==> src/rtl/mb_controlo.sv <==
// mb_controlo: ATM-style session controller.
// A card insert (EN rising) opens a session that loads the account balance,
// asks for a PIN (blocking the card after MAX_TENT wrong tries), then serves
// balance enquiries, withdrawals and deposits from a menu until the card is
// removed, the user exits, or the idle timer expires. Every output is a flop.
//
// Strobe semantics: PIN_V and COD_V are single-cycle valid pulses with no
// ready/back-pressure. A strobe is accepted only in the state that consumes it
// (PIN_V in ESPERA_PIN, COD_V in MENU) and only while EN=1; otherwise it is
// dropped. EN=0 always wins over a strobe in the same cycle.
module mb_controlo #(
    parameter logic [3:0] PIN_REF  = 4'b0101,
    parameter int         MAX_TENT = 3,
    parameter int         T_LIM    = 15
) (
    input  logic       CLK,
    input  logic       RST,
    input  logic       EN,
    input  logic [3:0] PIN,
    input  logic       PIN_V,
    input  logic [1:0] COD,
    input  logic       COD_V,
    input  logic [3:0] VAL,
    input  logic [3:0] SALDO,
    output logic [1:0] COD_OUT,
    output logic [3:0] VAL_OUT,
    output logic [3:0] SALDO_OUT,
    output logic [4:0] ECRA,
    output logic       PAR,
    output logic       BLOQ
);

    localparam int TENT_W  = (MAX_TENT < 2) ? 1 : $clog2(MAX_TENT + 1);
    localparam int TIMER_W = (T_LIM < 2) ? 1 : $clog2(T_LIM + 1);

    // Last values before the counters trip; comparing against these avoids
    // any overflow of the narrow counters.
    localparam logic [TENT_W-1:0]  TENT_LAST  = TENT_W'(MAX_TENT - 1);
    localparam logic [TIMER_W-1:0] TIMER_LAST = TIMER_W'(T_LIM - 1);

    // One-hot screen codes
    localparam logic [4:0] SCR_IDLE    = 5'b00001;
    localparam logic [4:0] SCR_PIN     = 5'b00010;
    localparam logic [4:0] SCR_MENU    = 5'b00100;
    localparam logic [4:0] SCR_EXEC    = 5'b01000;
    localparam logic [4:0] SCR_NOFUNDS = 5'b01001;
    localparam logic [4:0] SCR_BLOQ    = 5'b10000;

    localparam logic [1:0] OP_CONSULTA = 2'b00;
    localparam logic [1:0] OP_LEVANTA  = 2'b01;
    localparam logic [1:0] OP_DEPOSITO = 2'b10;

    typedef enum logic [2:0] {
        ST_IDLE       = 3'd0,
        ST_ESPERA_PIN = 3'd1,
        ST_MENU       = 3'd2,
        ST_EXEC       = 3'd3,
        ST_FIM        = 3'd4,
        ST_BLOQUEADO  = 3'd5
    } state_t;

    state_t              state_q;
    logic                armed_q;      // EN has been seen low since reset / last insert
    logic [TENT_W-1:0]   tent_q;       // wrong-PIN attempts in this session
    logic [TIMER_W-1:0]  timer_q;      // idle cycles in ESPERA_PIN / MENU
    logic [1:0]          op_cod_q;     // operation latched from the menu
    logic [3:0]          op_val_q;     // amount latched from the menu
    logic [1:0]          cod_out_q;
    logic [3:0]          val_out_q;
    logic [3:0]          saldo_out_q;  // doubles as the session balance
    logic [4:0]          ecra_q;
    logic                par_q;
    logic                bloq_q;

    logic                pin_ok;
    logic                wd_ok;
    logic [3:0]          wd_saldo_d;
    logic [4:0]          dep_sum;
    logic [3:0]          dep_saldo_d;
    logic [3:0]          dep_cred_d;
    logic                tent_last;
    logic                timer_last;

    // Operation arithmetic on the latched request and the current session balance
    always_comb begin
        pin_ok      = (PIN == PIN_REF);
        wd_ok       = (op_val_q <= saldo_out_q);
        wd_saldo_d  = saldo_out_q - op_val_q;
        dep_sum     = {1'b0, saldo_out_q} + {1'b0, op_val_q};
        dep_saldo_d = dep_sum[4] ? 4'hF : dep_sum[3:0];
        // Amount really credited once the balance saturates
        dep_cred_d  = dep_saldo_d - saldo_out_q;
        tent_last   = (tent_q == TENT_LAST);
        timer_last  = (timer_q == TIMER_LAST);
    end

    // Session FSM with counters, operation latch and registered outputs
    always_ff @(posedge CLK or posedge RST) begin
        if (RST) begin
            state_q     <= ST_IDLE;
            armed_q     <= 1'b0;
            tent_q      <= '0;
            timer_q     <= '0;
            op_cod_q    <= 2'b00;
            op_val_q    <= 4'h0;
            cod_out_q   <= 2'b00;
            val_out_q   <= 4'h0;
            saldo_out_q <= 4'h0;
            ecra_q      <= SCR_IDLE;
            par_q       <= 1'b0;
            bloq_q      <= 1'b0;
        end else if (!EN) begin
            // Card absent: drop the session from any state, including BLOQUEADO.
            // Seeing EN low also arms the next insert.
            armed_q     <= 1'b1;
            state_q     <= ST_IDLE;
            ecra_q      <= SCR_IDLE;
            tent_q      <= '0;
            timer_q     <= '0;
            saldo_out_q <= 4'h0;
            par_q       <= 1'b0;
            bloq_q      <= 1'b0;
        end else begin
            case (state_q)
                ST_IDLE: begin
                    // A fresh insert needs EN to have been low since the last one
                    if (armed_q) begin
                        armed_q     <= 1'b0;
                        state_q     <= ST_ESPERA_PIN;
                        ecra_q      <= SCR_PIN;
                        tent_q      <= '0;
                        timer_q     <= '0;
                        saldo_out_q <= SALDO;
                        par_q       <= ^SALDO;
                    end
                end

                ST_ESPERA_PIN: begin
                    if (PIN_V) begin
                        timer_q <= '0;
                        if (pin_ok) begin
                            state_q <= ST_MENU;
                            ecra_q  <= SCR_MENU;
                            tent_q  <= '0;
                        end else begin
                            tent_q <= tent_q + 1'b1;
                            if (tent_last) begin
                                state_q <= ST_BLOQUEADO;
                                ecra_q  <= SCR_BLOQ;
                                bloq_q  <= 1'b1;
                            end
                        end
                    end else if (timer_last) begin
                        state_q     <= ST_IDLE;
                        ecra_q      <= SCR_IDLE;
                        timer_q     <= '0;
                        saldo_out_q <= 4'h0;
                        par_q       <= 1'b0;
                    end else begin
                        timer_q <= timer_q + 1'b1;
                    end
                end

                ST_MENU: begin
                    if (COD_V) begin
                        op_cod_q <= COD;
                        op_val_q <= VAL;
                        state_q  <= ST_EXEC;
                        ecra_q   <= SCR_EXEC;
                        timer_q  <= '0;
                    end else if (timer_last) begin
                        state_q     <= ST_IDLE;
                        ecra_q      <= SCR_IDLE;
                        timer_q     <= '0;
                        saldo_out_q <= 4'h0;
                        par_q       <= 1'b0;
                    end else begin
                        timer_q <= timer_q + 1'b1;
                    end
                end

                ST_EXEC: begin
                    cod_out_q <= op_cod_q;
                    state_q   <= ST_FIM;
                    ecra_q    <= SCR_EXEC;
                    case (op_cod_q)
                        OP_CONSULTA: begin
                            val_out_q <= 4'h0;
                        end
                        OP_LEVANTA: begin
                            if (wd_ok) begin
                                saldo_out_q <= wd_saldo_d;
                                par_q       <= ^wd_saldo_d;
                                val_out_q   <= op_val_q;
                            end else begin
                                val_out_q <= 4'h0;
                                ecra_q    <= SCR_NOFUNDS;
                            end
                        end
                        OP_DEPOSITO: begin
                            saldo_out_q <= dep_saldo_d;
                            par_q       <= ^dep_saldo_d;
                            val_out_q   <= dep_cred_d;
                        end
                        default: begin
                            // Exit: end the session straight away
                            val_out_q   <= 4'h0;
                            state_q     <= ST_IDLE;
                            ecra_q      <= SCR_IDLE;
                            saldo_out_q <= 4'h0;
                            par_q       <= 1'b0;
                        end
                    endcase
                end

                ST_FIM: begin
                    state_q <= ST_MENU;
                    ecra_q  <= SCR_MENU;
                    timer_q <= '0;
                end

                ST_BLOQUEADO: begin
                    // Held until the card is removed (handled by the EN=0 branch)
                    bloq_q <= 1'b1;
                    ecra_q <= SCR_BLOQ;
                end

                default: begin
                    state_q <= ST_IDLE;
                    ecra_q  <= SCR_IDLE;
                end
            endcase
        end
    end

    assign COD_OUT   = cod_out_q;
    assign VAL_OUT   = val_out_q;
    assign SALDO_OUT = saldo_out_q;
    assign ECRA      = ecra_q;
    assign PAR       = par_q;
    assign BLOQ      = bloq_q;

endmodule

==> config.mk <==
export PLATFORM = sky130hd
export DESIGN_NAME = mb_controlo
export DESIGN_NICKNAME = d
export VERILOG_FILES = /design/src/rtl/mb_controlo.sv
export SDC_FILE = /design/constraint.sdc
export NUM_CORES = 1
export LEC_CHECK = 0
export CORE_UTILIZATION = 55
export CTS_CLUSTER_SIZE = 28
export DETAILED_ROUTE_END_ITERATION = 16
export MAX_ROUTING_LAYER = met4
export PLACE_DENSITY = 0.9
export SLEW_MARGIN = 15
export SYNTH_ARGS = -nofsm -noshare
export SYNTH_HDL_FRONTEND = slang
export SYNTH_SLANG_ARGS = --single-unit
==> constraint.sdc <==
create_clock -name CLK -period 8.3 [get_ports CLK]
set_clock_uncertainty 0.2 [all_clocks]
set_input_delay 1.66 -clock CLK [delete_from_list [all_inputs] [get_ports CLK]]
set_output_delay 1.66 -clock CLK [all_outputs]
set_load 0.02 [all_outputs]
==> metrics.txt <==
# TYPE chip_impl_metric gauge
chip_impl_metric{name="vias_per_cell",unit=""} 6.25
chip_impl_metric{name="synth_simple_gate_area_share",unit=""} 0.176
chip_impl_metric{name="slew_viol_final",unit=""} 0
chip_impl_metric{name="dieWidth",unit="um"} 70.0
chip_impl_metric{name="final.setup.tns",unit="ns"} 0
chip_impl_info{name="cts_tree",value="built"} 1
chip_impl_metric{name="asyncSetResetFlopFracSynth",unit=""} 1.00
chip_impl_metric{name="switching_share",unit=""} 0.422
chip_impl_metric{name="clock_latency",unit="ns"} 0.29
chip_impl_metric{name="finalSetupViolations",unit=""} 0
chip_impl_metric{name="antenna_found_initial",unit=""} 0
chip_impl_metric{name="die_h",unit="um"} 70.0
chip_impl_metric{name="share_clk_of_total_power",unit=""} 0.158
chip_impl_info{name="r2r-start",value="op_val_q[2]"} 1
chip_impl_metric{name="nets_in_the_synthesized_netlist",unit=""} 329
chip_impl_info{name="hold_path_startpoint",value="VAL_OUT[2]"} 1
chip_impl_metric{name="area_growth_from_synthesis_to_layout",unit="%"} 17.0
chip_impl_info{name="synth_largest_area_cell",value="sky130_fd_sc_hd__dfrtp_1"} 1
chip_impl_info{name="worstSetupEndpointType",value="register"} 1
chip_impl_metric{name="total_power",unit="mW"} 0.750
chip_impl_metric{name="synth_compound_gate_area_share",unit=""} 0.219
chip_impl_info{name="dominantRegCellSynth",value="sky130_fd_sc_hd__dfrtp_1"} 1
chip_impl_metric{name="synthesis.area_per_instance",unit="um2"} 8.78
chip_impl_info{name="ctsRootBufferMaster",value="sky130_fd_sc_hd__clkbuf_8"} 1
chip_impl_metric{name="cell_leakage_power",unit="nW"} 1.31
chip_impl_metric{name="hpwlAfterDp",unit="um"} 4370
chip_impl_metric{name="slew-limit-headroom",unit=""} 0.514
chip_impl_metric{name="grt_pass1_wl",unit="um"} 10300
chip_impl_metric{name="synth_edf_count",unit=""} 0
chip_impl_metric{name="period_minus_slack",unit="ns"} 3.83
chip_impl_metric{name="global_route.overflow_total",unit=""} 0
chip_impl_metric{name="drt_pre_antenna_iters",unit=""} 6
chip_impl_metric{name="synth_cells",unit=""} 290
chip_impl_metric{name="synth_top_cell_area_share",unit=""} 0.315
chip_impl_metric{name="cts_resized",unit=""} 0
chip_impl_info{name="run_status",value="complete, no violations"} 1
chip_impl_info{name="rsz0062_at_grt",value="no"} 1
chip_impl_metric{name="placement.io_buffers",unit=""} 35
chip_impl_metric{name="rr_worst_depth",unit=""} 10
chip_impl_metric{name="power.internal",unit="mW"} 0.434
chip_impl_metric{name="die_area",unit="mm2"} 0.00490
chip_impl_metric{name="netSwitchingPower",unit="mW"} 0.316
chip_impl_info{name="min_to",value="VAL_OUT[2]"} 1
chip_impl_metric{name="cts.htree.levels",unit=""} 2
chip_impl_metric{name="worst_setup_hold_path_clk_slew",unit="ns"} 0.07
chip_impl_metric{name="initial_core_util",unit=""} 0.577
chip_impl_metric{name="clock_path_buffers",unit=""} 2
chip_impl_metric{name="layout.nets",unit=""} 360
chip_impl_metric{name="post_synth_xor_area_fraction",unit=""} 0.0674
chip_impl_info{name="critical_path.reg2reg.endpoint",value="VAL_OUT[3]"} 1
chip_impl_metric{name="fmax",unit="GHz"} 0.261
chip_impl_metric{name="share_comb_of_total_power",unit=""} 0.546
chip_impl_metric{name="grt_util_all_layers",unit=""} 0.268
chip_impl_metric{name="drt_wl_total",unit="um"} 6060
chip_impl_info{name="ys_top_cells_by_area",value="sky130_fd_sc_hd__dfrtp_1 31%, sky130_fd_sc_hd__ha_1 8.4%, sky130_fd_sc_hd__nand2_1 4.3%, sky130_fd_sc_hd__nor2_1 3.8%, sky130_fd_sc_hd__xnor2_1 3.8%"} 1
chip_impl_info{name="synth_top_family_by_area",value="compound AO/OA/AOI/OAI gates"} 1
chip_impl_metric{name="slew_at_the_pin_with_the_worst_max_slew_slack",unit="ns"} 0.729
chip_impl_metric{name="grt_start_max_net_pins",unit=""} 34
chip_impl_metric{name="number_of_buffers_inserted_for_hold_repair_after_clock_tree_synthesis",unit=""} 0
chip_impl_metric{name="num_io_pins",unit=""} 36
chip_impl_metric{name="synth-adder-area-share",unit=""} 0.107
chip_impl_metric{name="cap_viol_max_count",unit=""} 0
chip_impl_metric{name="remaining_drc_errors",unit=""} 0
chip_impl_metric{name="cts_inserted_buffers",unit=""} 5
chip_impl_metric{name="yosysWarningCount",unit=""} 0
chip_impl_metric{name="power.density_cell_area",unit="mW/mm2"} 252
chip_impl_metric{name="postCtsSetupBuffers",unit=""} 0
chip_impl_metric{name="worstHoldPathCells",unit=""} 2
chip_impl_metric{name="std_cell_rows",unit=""} 24
chip_impl_metric{name="syn_area",unit="mm2"} 0.00254
chip_impl_metric{name="synth_mux_area_frac",unit=""} 0.0393
chip_impl_info{name="critPathKind",value="input port to register"} 1
chip_impl_metric{name="drtIter0Drc",unit=""} 240
chip_impl_metric{name="route.vias.total",unit=""} 2339
chip_impl_metric{name="wl_per_instance",unit="um"} 16.2
chip_impl_metric{name="timing.final.crit_share",unit=""} 0.461
chip_impl_metric{name="replace_congestion",unit=""} 0.922
chip_impl_metric{name="antenna-diode-count",unit=""} 0
chip_impl_metric{name="drtAntennaViolNets",unit=""} 0
chip_impl_metric{name="worstPathMaxFanout",unit=""} 15
chip_impl_metric{name="fraction_of_the_yosys_area_taken_by_sequential_cells",unit=""} 0.325
chip_impl_info{name="kind_of_launch_point_of_the_worst_setup_path",value="input port"} 1
chip_impl_metric{name="finalHoldViolations",unit=""} 0
chip_impl_metric{name="critPathArrivalTime",unit="ns"} 3.80
chip_impl_metric{name="seq_power_share",unit=""} 0.297
chip_impl_metric{name="synth_cell_types",unit=""} 57
chip_impl_info{name="hold_path.class",value="register to register"} 1
chip_impl_metric{name="timing.critical_path.required",unit="ns"} 8.27
chip_impl_metric{name="coreArea",unit="mm2"} 0.00441
chip_impl_metric{name="layout-drive-gt1-share",unit=""} 0.0745
chip_impl_metric{name="synth_seq_cells",unit=""} 33
chip_impl_metric{name="vias_in_the_first_global_route",unit=""} 2207
chip_impl_metric{name="numClockSinks",unit=""} 33
chip_impl_metric{name="ir_worst_vdd",unit="uV"} 127
chip_impl_metric{name="setup.reg_to_reg.worst_slack",unit="ns"} 5.26
==> synthesized netlist by cell type (all sizes together) (3+ instances only) <==
cell and n:
a31oi 9, nor3 3, o31ai 6, buf 6
xnor2 11, dfrtp 32, nand2 29, o22ai 3
fa 3, nand3 6, nor2b 5, ha 17
clkbuf 6, a22oi 3, a21oi 15, inv 25
nand4 6, o21bai 4, a2bb2oi 4, nand2b 4
mux2 8, nor2 26, xor2 6, o21ai 18
and2 3, and3 4
==> flip-flops by register name, summed over array words and instances, names as in the netlist, 2 cells and up <==
register / flops
op_val_q: 4
state_q: 3
tent_q: 2
ECRA: 5
COD_OUT: 2
op_cod_q: 2
SALDO_OUT: 4
timer_q: 4
VAL_OUT: 4
==> power groups by stage <==
stage / Combinational (mW) / Sequential, mW / Clock (mW)
2_1_floorplan: 0.313 / 0.219 / 0
3_3_place_gp: 0.388 / 0.223 / 0
3_5_place_dp: 0.398 / 0.225 / 0
4_1_cts: 0.402 / 0.222 / 0.119
5_1_grt: 0.448 / 0.227 / 0.125
6_report: 0.409 / 0.223 / 0.118
==> area by class of cell <==
cell class,count,area [um2]
Timing Repair Buffer,36,358
Sequential cell,33,827
Clock buffer,6,72.6
Clock inverter,2,10.0
Fill cell,369,1440
Tap cell,52,65.1
Inverter,25,93.8
Multi-Input combinational cell,220,1550
==> layer usage <==
| metal | vias to the layer above | track usage | part of all wire | wire, um |
|---|---|---|---|---|
| met5 | - | - | 0 | 0 |
| met4 | 0 | 0.0844 | 0.018 | 110 |
| met3 | 23 | 0.0447 | 0.062 | 375 |
| met2 | 111 | 0.449 | 0.50 | 3030 |
| met1 | 1112 | 0.331 | 0.42 | 2550 |
| li1 | 1093 | - | - | - |
==> worst max-delay path by stage <==
| stage | startpoint | end | slack [ns] | cells past startpoint |
|---|---|---|---|---|
| global placement | EN | SALDO_OUT[3] | 4.41 | 5 |
| CTS | EN | SALDO_OUT[3] | 4.54 | 5 |
| global route | EN | SALDO_OUT[3] | 4.38 | 5 |
| detailed placement | EN | SALDO_OUT[3] | 4.27 | 5 |
| finish | EN | SALDO_OUT[3] | 4.47 | 5 |
| floorplan | PIN_V | tent_q[1] | 5.29 | 4 |
==> worst max-delay path: stages <==
cell and delay, ns:
sky130_fd_sc_hd__clkdlybuf4s50_1 0.79, sky130_fd_sc_hd__inv_1 0.33, sky130_fd_sc_hd__o41ai_2 0.72, sky130_fd_sc_hd__or2_1 0.22
sky130_fd_sc_hd__o21ai_1 0.07
==> kinds of logic after synthesis <==
kind of cell               after synthesis
DFF                                     33
AOI/OAI and AO/OA                       80
buffers and inverters                   37
muxes                                    9
xor gates and xnor gates                18
and+or+nand+nor                         93
adders and majority gates               20
==> cells in the final DEF, fill, tap and decap left out, types with 2 or more instances in the layout <==
cell,count
sky130_fd_sc_hd__a211oi_1,2
sky130_fd_sc_hd__a21oi_1,15
sky130_fd_sc_hd__a222oi_1,2
sky130_fd_sc_hd__a22oi_1,3
sky130_fd_sc_hd__a2bb2oi_1,3
sky130_fd_sc_hd__a31oi_1,8
sky130_fd_sc_hd__a32oi_1,2
sky130_fd_sc_hd__and2_1,2
sky130_fd_sc_hd__and3_1,4
sky130_fd_sc_hd__clkbuf_8,5
sky130_fd_sc_hd__clkdlybuf4s50_1,35
sky130_fd_sc_hd__clkinv_2,2
sky130_fd_sc_hd__dfrtp_1,32
sky130_fd_sc_hd__fa_1,3
sky130_fd_sc_hd__ha_1,17
sky130_fd_sc_hd__inv_1,24
sky130_fd_sc_hd__mux2_2,8
sky130_fd_sc_hd__nand2_1,29
sky130_fd_sc_hd__nand2b_1,4
sky130_fd_sc_hd__nand3_1,6
sky130_fd_sc_hd__nand4_1,6
sky130_fd_sc_hd__nor2_1,26
sky130_fd_sc_hd__nor2b_1,4
sky130_fd_sc_hd__nor3_1,3
sky130_fd_sc_hd__nor4_1,2
sky130_fd_sc_hd__o2111ai_1,2
sky130_fd_sc_hd__o21a_1,2
sky130_fd_sc_hd__o21ai_0,13
sky130_fd_sc_hd__o21ai_1,5
sky130_fd_sc_hd__o21bai_1,4
sky130_fd_sc_hd__o22ai_1,3
sky130_fd_sc_hd__o31ai_1,6
sky130_fd_sc_hd__xnor2_1,11
sky130_fd_sc_hd__xor2_1,6
==> through the flow <==
step                      hold slack, ns  setup slack [ns]  cell area [um2]  utilization  instances
after floorplan                    0.285              5.29             2540            -        290
after detailed placement           0.281              4.27             2890        0.656        366
final                              0.297              4.47             2980        0.674        374
after global routing               0.318              4.38             2980        0.674        374
after global placement             0.267              4.41             2890        0.656        366
after CTS                          0.297              4.54             2980        0.674        374
(Power assumes the default switching activity.)
